**src/rtl/multiply.sv**
```systemverilog
// multiply: sequential shift-and-add multiplier.
//
// One multiplier bit is consumed per clock, LSB first, so a WIDTH-bit
// multiply always takes exactly WIDTH BUSY cycles. The final product is
// loaded into P only on the last BUSY edge; P never shows a partial sum.
//
// Optional feature: define MULT_SIGNED_EN to treat A and B as two's
// complement. The core still multiplies magnitudes; the sign of A^B is
// applied when P is loaded, so latency is identical in both builds.
module multiply #(
    parameter int WIDTH = 32
) (
    input  logic                 clk,
    input  logic                 reset,
    input  logic                 start,
    input  logic [WIDTH-1:0]     A,
    input  logic [WIDTH-1:0]     B,
    output logic [2*WIDTH-1:0]   P,
    output logic                 ok,
    output logic                 busy,
    output logic                 err
);

    localparam int PW    = 2 * WIDTH;
    localparam int CNT_W = (WIDTH > 1) ? $clog2(WIDTH) : 1;
    localparam logic [CNT_W-1:0] LAST_CNT = CNT_W'(WIDTH - 1);

    typedef enum logic [1:0] {
        IDLE = 2'd0,
        BUSY = 2'd1,
        DONE = 2'd2
    } state_t;

    state_t            state_q, state_d;
    logic [PW-1:0]     mcand_q, mcand_d;   // multiplicand, shifted left each step
    logic [WIDTH-1:0]  mplier_q, mplier_d; // multiplier, shifted right each step
    logic [PW-1:0]     acc_q, acc_d;       // running partial product
    logic [CNT_W-1:0]  cnt_q, cnt_d;       // BUSY iteration index
    logic [PW-1:0]     p_q, p_d;
    logic              err_q, err_d;
    logic              neg_q, neg_d;       // result sign, only ever set in signed build

    logic [PW-1:0]     acc_sum;
    logic [PW-1:0]     prod_final;
    logic              last_iter;

    // Magnitude of an operand: two's complement negate in the signed build.
    // The most negative value maps to itself, which is its correct unsigned
    // magnitude.
    function automatic logic [WIDTH-1:0] magnitude(input logic [WIDTH-1:0] v);
`ifdef MULT_SIGNED_EN
        return v[WIDTH-1] ? -v : v;
`else
        return v;
`endif
    endfunction

    // Sign of the product, derived from the operand sign bits.
    function automatic logic product_sign(input logic [WIDTH-1:0] a,
                                          input logic [WIDTH-1:0] b);
`ifdef MULT_SIGNED_EN
        return a[WIDTH-1] ^ b[WIDTH-1];
`else
        return 1'b0 & (a[0] ^ b[0]);
`endif
    endfunction

    // Apply the result sign to the unsigned magnitude product.
    function automatic logic [PW-1:0] apply_sign(input logic [PW-1:0] mag,
                                                 input logic          neg);
        return neg ? -mag : mag;
    endfunction

    // Product does not fit in WIDTH bits (unsigned or signed sense).
    function automatic logic overflow(input logic [PW-1:0] p);
`ifdef MULT_SIGNED_EN
        return p[PW-1:WIDTH] != {WIDTH{p[WIDTH-1]}};
`else
        return |p[PW-1:WIDTH];
`endif
    endfunction

    assign last_iter  = (cnt_q == LAST_CNT);
    // Full-width add: the accumulator can never overflow.
    assign acc_sum    = acc_q + (mplier_q[0] ? mcand_q : '0);
    assign prod_final = apply_sign(acc_sum, neg_q);

    // State register, asynchronous active-high reset.
    always_ff @(posedge clk or posedge reset) begin
        if (reset) begin
            state_q <= IDLE;
        end else begin
            state_q <= state_d;
        end
    end

    // Next-state logic: start is only looked at in IDLE and DONE.
    always_comb begin
        state_d = state_q;
        case (state_q)
            IDLE: if (start)     state_d = BUSY;
            BUSY: if (last_iter) state_d = DONE;
            DONE: if (!start)    state_d = IDLE;
            default:             state_d = IDLE;
        endcase
    end

    // Status outputs decoded straight from the state register.
    always_comb begin
        busy = (state_q == BUSY);
        ok   = (state_q == DONE);
    end

    // Datapath next values: capture in IDLE, one shift-add step per BUSY cycle.
    always_comb begin
        mcand_d  = mcand_q;
        mplier_d = mplier_q;
        acc_d    = acc_q;
        cnt_d    = cnt_q;
        p_d      = p_q;
        err_d    = err_q;
        neg_d    = neg_q;
        case (state_q)
            IDLE: begin
                if (start) begin
                    mcand_d  = {{WIDTH{1'b0}}, magnitude(A)};
                    mplier_d = magnitude(B);
                    acc_d    = '0;
                    cnt_d    = '0;
                    err_d    = 1'b0;
                    neg_d    = product_sign(A, B);
                end
            end
            BUSY: begin
                acc_d    = acc_sum;
                mcand_d  = mcand_q << 1;
                mplier_d = mplier_q >> 1;
                cnt_d    = cnt_q + 1'b1;
                if (last_iter) begin
                    p_d   = prod_final;
                    err_d = overflow(prod_final);
                    cnt_d = '0;
                end
            end
            default: begin
            end
        endcase
    end

    // Datapath registers; reset clears everything so an aborted multiply
    // leaves no trace on P.
    always_ff @(posedge clk or posedge reset) begin
        if (reset) begin
            mcand_q  <= '0;
            mplier_q <= '0;
            acc_q    <= '0;
            cnt_q    <= '0;
            p_q      <= '0;
            err_q    <= 1'b0;
            neg_q    <= 1'b0;
        end else begin
            mcand_q  <= mcand_d;
            mplier_q <= mplier_d;
            acc_q    <= acc_d;
            cnt_q    <= cnt_d;
            p_q      <= p_d;
            err_q    <= err_d;
            neg_q    <= neg_d;
        end
    end

    assign P   = p_q;
    assign err = err_q;

endmodule

```
**config.mk**
```make
export PLATFORM = sky130hd
export DESIGN_NAME = multiply
export DESIGN_NICKNAME = d
export VERILOG_FILES = /design/src/rtl/multiply.sv
export SDC_FILE = /design/constraint.sdc
export NUM_CORES = 1
export LEC_CHECK = 0
export ABC_AREA = 1
export ABC_CLOCK_PERIOD_IN_PS = 14700
export BUFFER_PORTS_ARGS = -buffer_cell sky130_fd_sc_hd__buf_2
export CAP_MARGIN = 20
export CORE_AREA = 2 2 233 143
export DETAILED_ROUTE_END_ITERATION = 8
export DIE_AREA = 0 0 235 145
export GPL_ROUTABILITY_DRIVEN = 0
export HOLD_SLACK_MARGIN = 0.02
export PLACE_DENSITY = 0.63
export SLEW_MARGIN = 20
export SYNTH_ARGS = -nofsm -noshare
export SYNTH_HDL_FRONTEND = slang
export SYNTH_SLANG_ARGS = --single-unit
```
**constraint.sdc**
```tcl
create_clock -name clk -period 14.7 [get_ports clk]
set_input_delay 0.735 -clock clk [delete_from_list [all_inputs] [get_ports clk]]
set_output_delay 0.735 -clock clk [all_outputs]
set_load 0.01 [all_outputs]
```
==> report_table.html <==
<table>
<tr><th>Metric</th><th>Value</th></tr>
<tr><th colspan="2">Critical path</th></tr>
<tr><td>Arrival @ worst endpoint</td><td>~4.2 ns</td></tr>
<tr><td>Required time reported for the critical path endpoint</td><td>15.14 ns</td></tr>
<tr><td>Register-to-register setup slack</td><td>10.94 ns</td></tr>
<tr><td>Most Frequent Cell on Critical Path</td><td>nand2_1</td></tr>
<tr><td>Destination of the worst register-to-register timing path</td><td>err</td></tr>
<tr><td>Critical path buffer and inverter count</td><td>3</td></tr>
<tr><td>Start-to-end type of the worst setup path</td><td>reg -&gt; reg</td></tr>
<tr><td>Crit Path Max Fanout</td><td>65</td></tr>
<tr><td>Cell at the slowest stage of the critical path</td><td>buf_4</td></tr>
<tr><td>Worst setup SP type</td><td>register</td></tr>
<tr><td>Slowest cell delay on critical path</td><td>just over 0.6 ns</td></tr>
<tr><td>Kind of end point of the critical path</td><td>register</td></tr>
<tr><td>Worst reg2reg path depth</td><td>18</td></tr>
<tr><td>Cell family contributing the most delay on the critical path</td><td>simple AND/OR/NAND/NOR gates</td></tr>
<tr><td>FF-to-FF Start</td><td>mplier_q[0]</td></tr>
<tr><td>List of cells traversed by the critical path</td><td>buf_4 &gt; nand2_1 &gt; inv_1 &gt; ha_1 &gt; nand2_1 &gt; inv_1 &gt; nand2_1 &gt; nand2_1 &gt; a31oi_1 &gt; nand2_1 &gt; a21oi_1 &gt; nand3b_1 &gt; nand2_1 &gt; nand2_1 &gt; nor2_1 &gt; nand2_1 &gt; nor2_1 &gt; a21oi_1</td></tr>
<tr><th colspan="2">Yosys</th></tr>
<tr><td>Combined area of all synthesized cells</td><td>approximately 0.016 mm2</td></tr>
<tr><td>Portion of the post-synthesis area used by sequential elements</td><td>between 30% and 40%</td></tr>
<tr><td>Number of warnings issued by yosys</td><td>0</td></tr>
<tr><td>Count of distinct cell types in the synthesized netlist</td><td>36</td></tr>
<tr><td>Total nets after synthesis</td><td>~2500</td></tr>
<tr><td>Average instance area after synthesis</td><td>between 6 and 7 um2</td></tr>
<tr><td>Post-synthesis sequential element count</td><td>about 230</td></tr>
<tr><td>Count of mapped cells out of synthesis</td><td>between 2000 and 2500</td></tr>
<tr><th colspan="2">STA</th></tr>
<tr><td>Post-Route Skew</td><td>about 0.020 ns</td></tr>
<tr><td>Final setup violating endpoints</td><td>0</td></tr>
<tr><td>Worst path setup slack after routing</td><td>10.94 ns</td></tr>
<tr><td>Number of hold-slack violations in the final timing report</td><td>0</td></tr>
<tr><td>Achievable clock frequency</td><td>approximately 0.27 GHz</td></tr>
<tr><td>Worst hold slack</td><td>between 0.2 and 0.25 ns</td></tr>
<tr><td>Post-route fraction of the period consumed by the critical path</td><td>~26%</td></tr>
<tr><td>Rel. slew slack</td><td>roughly 32%</td></tr>
<tr><td>Count of pins over their slew limit</td><td>0</td></tr>
<tr><td>Time the worst path needs with I/O delays and setup</td><td>between 3 and 4 ns</td></tr>
<tr><td>Pin slew with the least headroom to its limit</td><td>1.02 ns</td></tr>
<tr><td>Unrepaired setup endpoints after global routing</td><td>no</td></tr>
<tr><td>Post-Route Setup TNS</td><td>0 ns</td></tr>
<tr><th colspan="2">Power</th></tr>
<tr><td>Relative contribution of sequential cells to total power</td><td>27.7%</td></tr>
<tr><td>Pint</td><td>2.00 mW</td></tr>
<tr><td>Post-layout power</td><td>between 4 and 5 mW</td></tr>
<tr><td>Comb power frac</td><td>approximately 58%</td></tr>
<tr><td>Clk pwr share</td><td>~15%</td></tr>
<tr><td>Pwr per Cell Area</td><td>~240 mW/mm2</td></tr>
<tr><td>Switching pwr</td><td>roughly 2.1 mW</td></tr>
<tr><td>Worst supply voltage drop on vdd</td><td>approximately 0.00015 V</td></tr>
<tr><td>Switching fraction of total power</td><td>51.2%</td></tr>
<tr><td>Leakage power</td><td>around 10 nW</td></tr>
<tr><th colspan="2">Place</th></tr>
<tr><td>Count of input and output buffers</td><td>around 130</td></tr>
<tr><td>Total instance count after detailed placement</td><td>2885</td></tr>
<tr><td>Pre-CTS setup slack</td><td>10.95 ns</td></tr>
<tr><td>Hpwl dp</td><td>36800 um</td></tr>
<tr><td>Total placed instance area</td><td>around 0.017 mm2</td></tr>
<tr><th colspan="2">Layout</th></tr>
<tr><td>Most frequent standard cell in the layout excluding fill and tap cells</td><td>nand2_1</td></tr>
<tr><td>N_diodes</td><td>0</td></tr>
<tr><td>Share of cells above drive strength 1</td><td>~9.1%</td></tr>
<tr><td>Area of combinational cells with multiple inputs</td><td>roughly 0.0079 mm2</td></tr>
<tr><td>Leading cell types in the layout, fill and taps excluded</td><td>876 x nand2_1, 405 x inv_1, 231 x dfrtp_1, 176 x o21ai_0, 167 x nor2_1</td></tr>
<tr><td>Post-route cell area</td><td>0.0173 mm2</td></tr>
<tr><td>Final cell utilization of the core</td><td>around 54%</td></tr>
<tr><td>Final Non-Filler Cells</td><td>2928</td></tr>
<tr><td>Footprint of the flip-flops and latches</td><td>0.00581 mm2</td></tr>
<tr><td>Final layout net count</td><td>2620</td></tr>
<tr><td>Filler cells</td><td>roughly 3200</td></tr>
<tr><td>Syn-to-layout area delta</td><td>11.5%</td></tr>
<tr><th colspan="2">GRT</th></tr>
<tr><td>Global-route track usage on met3</td><td>between 6 and 7%</td></tr>
<tr><td>Wire length of the first global-routing pass</td><td>a little under 80000 um</td></tr>
<tr><td>Initial antenna violation count</td><td>0</td></tr>
<tr><td>Via count of the first global-routing pass</td><td>around 14000</td></tr>
<tr><td>Residual overflow from global routing</td><td>0</td></tr>
<tr><td>Routing usage on met1</td><td>between 40% and 50%</td></tr>
<tr><td>Most Used Layer, Global Route</td><td>met1</td></tr>
<tr><td>Maximum number of pins on one net before global-route repair</td><td>around 100</td></tr>
<tr><td>Grt met2 use</td><td>between 30% and 40%</td></tr>
<tr><td>Total GRT Usage</td><td>approximately 28%</td></tr>
<tr><th colspan="2">Clock tree</th></tr>
<tr><td>CTS tree</td><td>yes</td></tr>
<tr><td># hold bufs at CTS</td><td>0</td></tr>
<tr><td>Post-CTS Setup Repair Bufs</td><td>0</td></tr>
<tr><td>Number of buffers added by the clock tree synthesis step</td><td>23</td></tr>
<tr><td>Maximum buffer depth of the clock tree</td><td>3</td></tr>
<tr><td>Cells resized by post-CTS repair</td><td>0</td></tr>
<tr><td>H-tree level count</td><td>1</td></tr>
<tr><td>Number of sinks on the clock net</td><td>~230</td></tr>
<tr><td>Worst-Skew Late Latency</td><td>between 0.5 and 0.6 ns</td></tr>
<tr><td>CTS clk-pin slew, worst paths</td><td>around 0.06 ns</td></tr>
<tr><td>Root buf cell</td><td>clkbuf_16</td></tr>
<tr><th colspan="2">Die</th></tr>
<tr><td>Vert. Die Dim</td><td>145 um</td></tr>
<tr><td>Width of the die</td><td>235 um</td></tr>
<tr><td>Die area</td><td>roughly 0.034 mm2</td></tr>
<tr><td>I/O pin cnt</td><td>134</td></tr>
<tr><td>Number of standard-cell rows in the floorplan</td><td>51</td></tr>
<tr><td>Effective utilization at floorplan</td><td>between 40 and 50%</td></tr>
<tr><td>Area inside the core boundary</td><td>0.0320 mm2</td></tr>
<tr><th colspan="2">Run status</th></tr>
<tr><td>Outcome</td><td>complete, no violations</td></tr>
<tr><th colspan="2">Hold path</th></tr>
<tr><td>Worst hold path type</td><td>in -&gt; async</td></tr>
<tr><th colspan="2">Flow run</th></tr>
<tr><td>Max Cap Violations</td><td>0</td></tr>
<tr><th colspan="2">Drt</th></tr>
<tr><td>Drt drc</td><td>0</td></tr>
<tr><td>Total via count in the routed design</td><td>approximately 15000</td></tr>
<tr><td>First DRT Iteration DRCs</td><td>1691</td></tr>
<tr><td>Final wirelength</td><td>just under 50000 um</td></tr>
<tr><td>Average via count per standard cell</td><td>5.27</td></tr>
<tr><td>Pre-antenna DRT Iters</td><td>6</td></tr>
<tr><td>Count of antenna-violating nets left after detailed routing</td><td>0</td></tr>
<tr><td>Routed wirelength normalized by instance count</td><td>approximately 17 um</td></tr>
</table>
==> state kept, by name, indices dropped and copies added (netlist names) <==
register and flops:
P 64, acc_q 64, mcand_q 64, mplier_q 32, cnt_q 5, state_q 2
err 1
==> cell type report <==
type	count	area share, %
Multi-Input combinational cell	1672	45.6
Tap cell	424	3.06
Inverter	415	9.07
Clock buffer	37	4.03
Sequential cell	232	33.5
Timing Repair Buffer	143	4.42
Clock inverter	5	0.253
==> cell families (layout without fill, tap and decap cells) <==
group / Yosys count / count (layout) / synth area share (%)
simple gates: 1251 / 1251 / 32.9
buf+inv: 491 / 600 / 11.9
fa+ha+maj: 66 / 66 / 5.37
compound gates: 335 / 335 / 11.2
flops: 232 / 232 / 37.4
xor+xnor: 20 / 20 / 1.13
==> cells in the mapped netlist <==
master    count  share of area, %
o22ai_1      34               1.4
nor3_2        4              0.26
nand3_2       3              0.19
nand3b_1     13              0.63
nor2_1      168               4.1
and3_1        4              0.16
inv_1       407               9.8
nor4_2        1             0.081
xor2_1       19               1.1
nor4_1        2             0.081
a21oi_1     115               3.7
o21a_1        1             0.048
nor2_2       14              0.56
o211ai_1      1             0.048
clkbuf_1     64               1.5
nand4_1      16              0.64
buf_1         6              0.15
dfrtp_1     232                37
clkinv_1      2             0.048
buf_2         6              0.19
or2_2         5              0.20
a32o_1        1             0.064
and2_1        3              0.12
nor2_4        1             0.073
nand3_1     123               4.0
o21ai_0     176               5.7
nand2_1     877                21
a31oi_1       1             0.040
fa_1          1              0.13
xnor2_1       1             0.056
nor3_1        6              0.19
inv_2         6              0.15
nor3_4        1              0.10
o21bai_1      6              0.29
ha_1         65               5.2
nand2_2      10              0.40
==> power groups by stage <==
stage | Sequential [mW] | Combinational [mW] | Clock (mW)
2_1_floorplan | 1.13 | 1.60 | 0
3_5_place_dp | 1.14 | 2.32 | 0
3_3_place_gp | 1.14 | 2.28 | 0
5_1_grt | 1.17 | 2.65 | 0.635
6_report | 1.13 | 2.37 | 0.597
4_1_cts | 1.13 | 2.32 | 0.606
==> worst max-delay path by stage <==
| stage | start | endpoint | slack (ns) | cells after the start |
|---|---|---|---|---|
| 2_1_floorplan | reset | P[0] | 7.60 | 1 |
| 3_3_place_gp | cnt_q[0] | err | 11.00 | 14 |
| 3_5_place_dp | cnt_q[0] | err | 10.95 | 14 |
| 4_1_cts | cnt_q[0] | err | 10.94 | 14 |
| 5_1_grt | mplier_q[0] | err | 10.71 | 22 |
| 6_report | mplier_q[0] | err | 10.94 | 18 |
==> per-layer routing <==
layer / vias to the layer above / routed length [um]
li1: 7603 / -
met4: 0 / 661
met1: 7136 / 24900
met3: 48 / 5070
met5: - / 0
met2: 650 / 18300
Note: power is estimated with default switching activity, not from simulation.
